==> config.mk <==
export PLATFORM = sky130hd
export DESIGN_NAME = riscv_pipe_front_regs
export DESIGN_NICKNAME = d
export VERILOG_FILES = /design/src/rtl/riscv_pipe_front_regs.sv
export SDC_FILE = /design/constraint.sdc
export NUM_CORES = 1
export LEC_CHECK = 0
export CAP_MARGIN = 20
export CORE_AREA = 2 2 216 218
export CTS_CLUSTER_SIZE = 12
export DETAILED_ROUTE_END_ITERATION = 10
export DIE_AREA = 0 0 218 220
export PLACE_DENSITY = 0.57
export SLEW_MARGIN = 20
export SYNTH_ARGS = -nofsm -noshare
export SYNTH_HDL_FRONTEND = slang
export SYNTH_SLANG_ARGS = --single-unit
==> constraint.sdc <==
create_clock -name i_clk -period 2.15 [get_ports i_clk]
set_input_delay 0.5375 -clock i_clk [delete_from_list [all_inputs] [get_ports i_clk]]
set_output_delay 0.5375 -clock i_clk [all_outputs]
set_load 0.02 [all_outputs]
==> src/rtl/riscv_pipe_front_regs.sv <==
// PC, IF/ID and ID/EX pipeline registers plus EX-stage operand forwarding for a 5-stage RV32I core.
// Define PIPE_PERF_CNT_EN to add the stall/flush performance counters (o_stall_cnt, o_flush_cnt).
module riscv_pipe_front_regs #(
  parameter logic [31:0] RESET_PC  = 32'h0000_0000,
  parameter int          CTRL_W    = 16,
  parameter logic [31:0] NOP_INSTR = 32'h0000_0013
) (
  input  logic              i_clk,
  input  logic              i_rst,
  input  logic              i_stall_f,
  input  logic              i_stall_d,
  input  logic              i_flush_d,
  input  logic              i_flush_e,
  input  logic [1:0]        i_forward_ae,
  input  logic [1:0]        i_forward_be,
  input  logic              i_pc_src,
  input  logic [31:0]       i_pc_target_e,
  input  logic [31:0]       i_instr_f,
  input  logic [31:0]       i_rs1_data_d,
  input  logic [31:0]       i_rs2_data_d,
  input  logic [31:0]       i_imm_d,
  input  logic [CTRL_W-1:0] i_ctrl_d,
  input  logic [31:0]       i_alu_result_m,
  input  logic [31:0]       i_result_w,
  output logic [31:0]       o_pc_f,
  output logic [31:0]       o_instr_d,
  output logic [31:0]       o_pc_d,
  output logic [4:0]        o_rs1_addr_d,
  output logic [4:0]        o_rs2_addr_d,
  output logic [4:0]        o_rs1_addr_e,
  output logic [4:0]        o_rs2_addr_e,
  output logic [4:0]        o_rd_addr_e,
  output logic [31:0]       o_pc_e,
  output logic [31:0]       o_pc_plus4_e,
  output logic [31:0]       o_imm_e,
  output logic [CTRL_W-1:0] o_ctrl_e,
  output logic [31:0]       o_src_a_e,
`ifdef PIPE_PERF_CNT_EN
  output logic [31:0]       o_stall_cnt,
  output logic [31:0]       o_flush_cnt,
`endif
  output logic [31:0]       o_write_data_e
);

  typedef struct packed {
    logic [4:0]        rs1_addr;
    logic [4:0]        rs2_addr;
    logic [4:0]        rd_addr;
    logic [31:0]       rs1_data;
    logic [31:0]       rs2_data;
    logic [31:0]       imm;
    logic [31:0]       pc;
    logic [31:0]       pc_plus4;
    logic [CTRL_W-1:0] ctrl;
  } idex_t;

  logic [31:0] pc_q, pc_d;
  logic [31:0] instr_d_q, instr_d_d;
  logic [31:0] pcd_q, pcd_d;
  idex_t       idex_q, idex_d;

  // NOTE: every combinational output is given a default first so no path can infer a latch.
  always_comb begin
    pc_d      = pc_q + 32'd4;
    instr_d_d = i_instr_f;
    pcd_d     = pc_q;
    idex_d    = '0;

    // A redirect beats a fetch stall: the stalled PC is on the wrong path anyway.
    if (i_pc_src)       pc_d = i_pc_target_e;
    else if (i_stall_f) pc_d = pc_q;

    if (i_flush_d) begin
      instr_d_d = NOP_INSTR;
      pcd_d     = 32'd0;
    end else if (i_stall_d) begin
      instr_d_d = instr_d_q;
      pcd_d     = pcd_q;
    end

    if (!i_flush_e) begin
      idex_d.rs1_addr = instr_d_q[19:15];
      idex_d.rs2_addr = instr_d_q[24:20];
      idex_d.rd_addr  = instr_d_q[11:7];
      idex_d.rs1_data = i_rs1_data_d;
      idex_d.rs2_data = i_rs2_data_d;
      idex_d.imm      = i_imm_d;
      idex_d.ctrl     = i_ctrl_d;
      idex_d.pc       = pcd_q;
      idex_d.pc_plus4 = pcd_q + 32'd4;
    end
  end

  // NOTE: state registers use non-blocking assignments so all stages sample pre-edge values together.
  always_ff @(posedge i_clk) begin
    if (i_rst) begin
      pc_q      <= RESET_PC;
      instr_d_q <= NOP_INSTR;
      pcd_q     <= 32'd0;
      idex_q    <= '0;
    end else begin
      pc_q      <= pc_d;
      instr_d_q <= instr_d_d;
      pcd_q     <= pcd_d;
      idex_q    <= idex_d;
    end
  end

`ifdef PIPE_PERF_CNT_EN
  logic [31:0] stall_cnt_q, stall_cnt_d;
  logic [31:0] flush_cnt_q, flush_cnt_d;

  always_comb begin
    stall_cnt_d = stall_cnt_q;
    flush_cnt_d = flush_cnt_q;
    if (i_stall_d && !i_flush_d)  stall_cnt_d = stall_cnt_q + 32'd1;
    if (i_flush_d || i_flush_e)   flush_cnt_d = flush_cnt_q + 32'd1;
  end

  always_ff @(posedge i_clk) begin
    if (i_rst) begin
      stall_cnt_q <= 32'd0;
      flush_cnt_q <= 32'd0;
    end else begin
      stall_cnt_q <= stall_cnt_d;
      flush_cnt_q <= flush_cnt_d;
    end
  end

  assign o_stall_cnt = stall_cnt_q;
  assign o_flush_cnt = flush_cnt_q;
`endif

  // Code 2'b11 is reserved and falls back to the registered operand.
  always_comb begin
    case (i_forward_ae)
      2'b01:   o_src_a_e = i_result_w;
      2'b10:   o_src_a_e = i_alu_result_m;
      default: o_src_a_e = idex_q.rs1_data;
    endcase
    case (i_forward_be)
      2'b01:   o_write_data_e = i_result_w;
      2'b10:   o_write_data_e = i_alu_result_m;
      default: o_write_data_e = idex_q.rs2_data;
    endcase
  end

  assign o_pc_f       = pc_q;
  assign o_instr_d    = instr_d_q;
  assign o_pc_d       = pcd_q;
  assign o_rs1_addr_d = instr_d_q[19:15];
  assign o_rs2_addr_d = instr_d_q[24:20];
  assign o_rs1_addr_e = idex_q.rs1_addr;
  assign o_rs2_addr_e = idex_q.rs2_addr;
  assign o_rd_addr_e  = idex_q.rd_addr;
  assign o_pc_e       = idex_q.pc;
  assign o_pc_plus4_e = idex_q.pc_plus4;
  assign o_imm_e      = idex_q.imm;
  assign o_ctrl_e     = idex_q.ctrl;

endmodule

==> impl_metrics.ini <==
[critical_path]
cp.depth = 7
slowest_delay_ns = 0.25
critPathMaxFanout = 15
worstPathArrival_ns = 1.60
critical-path-top-delay-family = buffers and inverters
cp-end-kind = output port
crit_buf_inv = 5
cp_slowest_cell = ha_4
path_cells = buf_8 -> inv_4 -> ha_4 -> buf_6 -> buf_16 -> o21ai_1 -> buf_4
crit_required_ns = 1.61
start_kind = primary input
crit_type = in -> out
r2r_cells = 5

[clock_network]
htreeDepth = 2
insertion_delay_ns = 0.54
numCtsBuffers = 35
cts_hold_buf = 0
root_buffer = clkbuf_16
clk_pin_slew_worst_paths_ns = 0.05
cts_tree = done
cts.sinks = 285
clockBufferDepth = 3

[pwr]
power_density_nw_per_um2 = 737.1
p_switching_uw = 3559
power_frac_clock_pct = 45.1
netSwitchingFraction_pct = 24.62
ir_drop_mv = 0.5002
p_leak_uw = 0.008087
pwr-share-seq_pct = 38.5
p_int_uw = 10900
p_comb_share_pct = 16.4

[logic_synthesis]
synth.avg_cell_area_um2 = 9.249
synth.cell_area_um2 = 11950
synth_largest_area_cell = dfxtp_1
synthTopCellsByArea = dfxtp_1 (48%), buf_4 (8.7%), and2_1 (8.4%), mux2i_1 (5.6%), a22oi_1 (4.1%)
synth_top_area_share_pct = 47.74
synth-seq-area-share_pct = 47.74
synth.distinct_cells = 47
synth_edf_count = 0
synthCells = 1292
ys_warn_count = 0
syn_nets = 1549
synthFlopType = dfxtp_1
ys_ff_latch = 285
ys_async_sr_fraction_pct = 0

[timing]
finalSetupViolCount = 0
fmax_ghz = 0.4669
final_max_slew_viol_count = 0
worst_pin_slew_ns = 0.4506
hold_slack_ns = 0.4768
hold_viol_final = 0
fin_crit_ns = 2.142
period_share_pct = 99.63
fin_worst_skew_ns = 0.01512
slew_headroom_pct = 69.89
grt_setup_unrepaired = true

[global_routing]
grt_use_total_pct = 18.83
grt_start_max_net_pins = 90
grt_overflow_total = 0
grt_pass1_wl_um = 68230
antenna_found_initial = 4
grt_pass1_vias = 10690

[detailed_routing]
drtAntennaViolNets = 0
dr.pass1.iters = 5
drt_iter0_markers = 561
topRoutingLayerUsed = met5
wl_met2_um = 23670
drt-met1-wl_um = 17760
route.detailed.drc = 0
vias = 10840
wire_per_inst_um = 19.70
wl_um = 47190
post_drt_via_cell_ratio = 4.526
dr_wl_met3_um = 3858

[floorplanning]
chipWidth_um = 218
die_area_um2 = 47960
start_util_pct = 26.06
die_y_um = 220
ios = 548
core_area_um2 = 45860
rows = 79

[layout]
area_growth_syn_to_layout_pct = 64.12
fill_cells = 4491
nets = 2019
drive_gt1_share_pct = 17.93
stdcell_count = 2395

[placed_design]
portBuffers = 547
hpwl_um = 35870
gp_congestion = 0.9329
place_inst = 2321

[status]
status = finished clean

[min_path]
worst_hold_path.num_cells = 2
min_path_type = reg -> reg

[flow_run]
cap_violations = 0
==> path summary, 6_finish.rpt <==
| kind | from | to | slack [ns] |
|---|---|---|---|
| setup / recovery | i_forward_ae[0] | o_src_a_e[23] | 0.008 |
| hold / removal | o_instr_d[4] | o_instr_d[4] | 0.48 |
| setup reg to reg | o_pc_f[12] | o_pc_f[30] | 0.22 |
| hold reg to reg | o_instr_d[4] | o_instr_d[4] | 0.48 |
==> worst register-to-register path, cell delays in order (launching register included) <==
cell and delay [ns]:
dfxtp_1 0.41, and3_1 0.36, nand4_2 0.26, buf_4 0.24, or4_1 0.52, nand3_1 0.08
==> cells in the final DEF (no fill, tap or decap), types with 14 or more instances in the layout <==
cell type,count
a22oi_1,27
a22oi_2,38
and2_1,160
buf_12,33
buf_2,24
buf_4,90
buf_6,20
clkbuf_16,40
clkdlybuf4s50_1,403
dfxtp_1,285
dlygate4sd2_1,66
mux2i_1,67
nand2_1,85
nand3_1,22
nand4_1,14
nor2_1,120
o21ai_0,23
o21ai_1,33
o21ai_2,14
xor2_1,16
==> routing by layer <==
metal  up-vias  GRT usage, %
li1       5190             -
met1      5097         20.67
met2       458         33.35
met3        92         6.115
met4         2         7.800
met5         -             0
==> cells in the mapped netlist (16+ instances only) <==
library cell,number
dfxtp_1,285
and2_1,160
buf_4,138
nor2_1,121
nand2_1,86
o21ai_0,71
clkbuf_1,67
mux2i_1,67
a22oi_1,65
nand3_1,22
inv_1,17
xor2_1,16
==> cell type report <==
cell class	instances	area (um2)	share of cell area, %
clock buffers	46	1030	5.250
well taps	607	759.5	3.872
clock inverters	14	247.7	1.263
multi-input cells	765	5107	26.04
flip-flops and latches	285	5705	29.09
inverters	17	68.82	0.3509
diodes	3	7.507	0.03828
repair buffers	658	6686	34.09
==> through the flow <==
stage	area (um2)	util (%)	setup slack [ns]	TNS, ns	power [uW]
4_1_cts	19380	42.26	-0.06043	-0.1221	14570
5_1_grt	19610	42.76	-0.01168	-0.04458	15000
3_5_place_dp	17880	38.98	-0.9605	-48.84	7916
2_1_floorplan	11950	-	-0.08194	-4.299	6565
3_3_place_gp	17880	38.98	-0.9919	-48.67	7910
6_report	19610	42.76	0.008003	0	14460
==> repair_timing <==
item / in CTS / in global routing
pin swaps: 22 / 15
setup endpoints to repair: 128 / 50
gates cloned: 4 / 3
resized for setup: 348 / 52
buffers inserted: 14 / 1
==> kinds of logic after synthesis <==
kind of cell,after synthesis,share of synthesized area [%]
compound gates,184,10.22
mux,79,6.743
simple gates,473,20.84
xor+xnor,23,1.686
buf+inv,242,12.15
fa+ha+maj,6,0.6282
flops,285,47.74
==> state kept, by name, indices dropped and copies added, names as in the netlist <==
name	count
idex_q	64
o_imm_e	32
o_instr_d	32
o_pc_d	32
o_pc_e	32
o_pc_f	32
o_pc_plus4_e	30
o_ctrl_e	16
o_rd_addr_e	5
o_rs1_addr_e	5
o_rs2_addr_e	5
==> power groups by stage <==
| stage | registers (uW) | logic (uW) | clock network, uW |
|---|---|---|---|
| floorplan | 5750 | 814 | 0 |
| global placement | 5680 | 2230 | 0 |
| detailed placement | 5680 | 2240 | 0 |
| global route | 5580 | 2500 | 6910 |
| finish | 5560 | 2370 | 6520 |
| CTS | 5560 | 2310 | 6700 |
(Power assumes the default switching activity.)
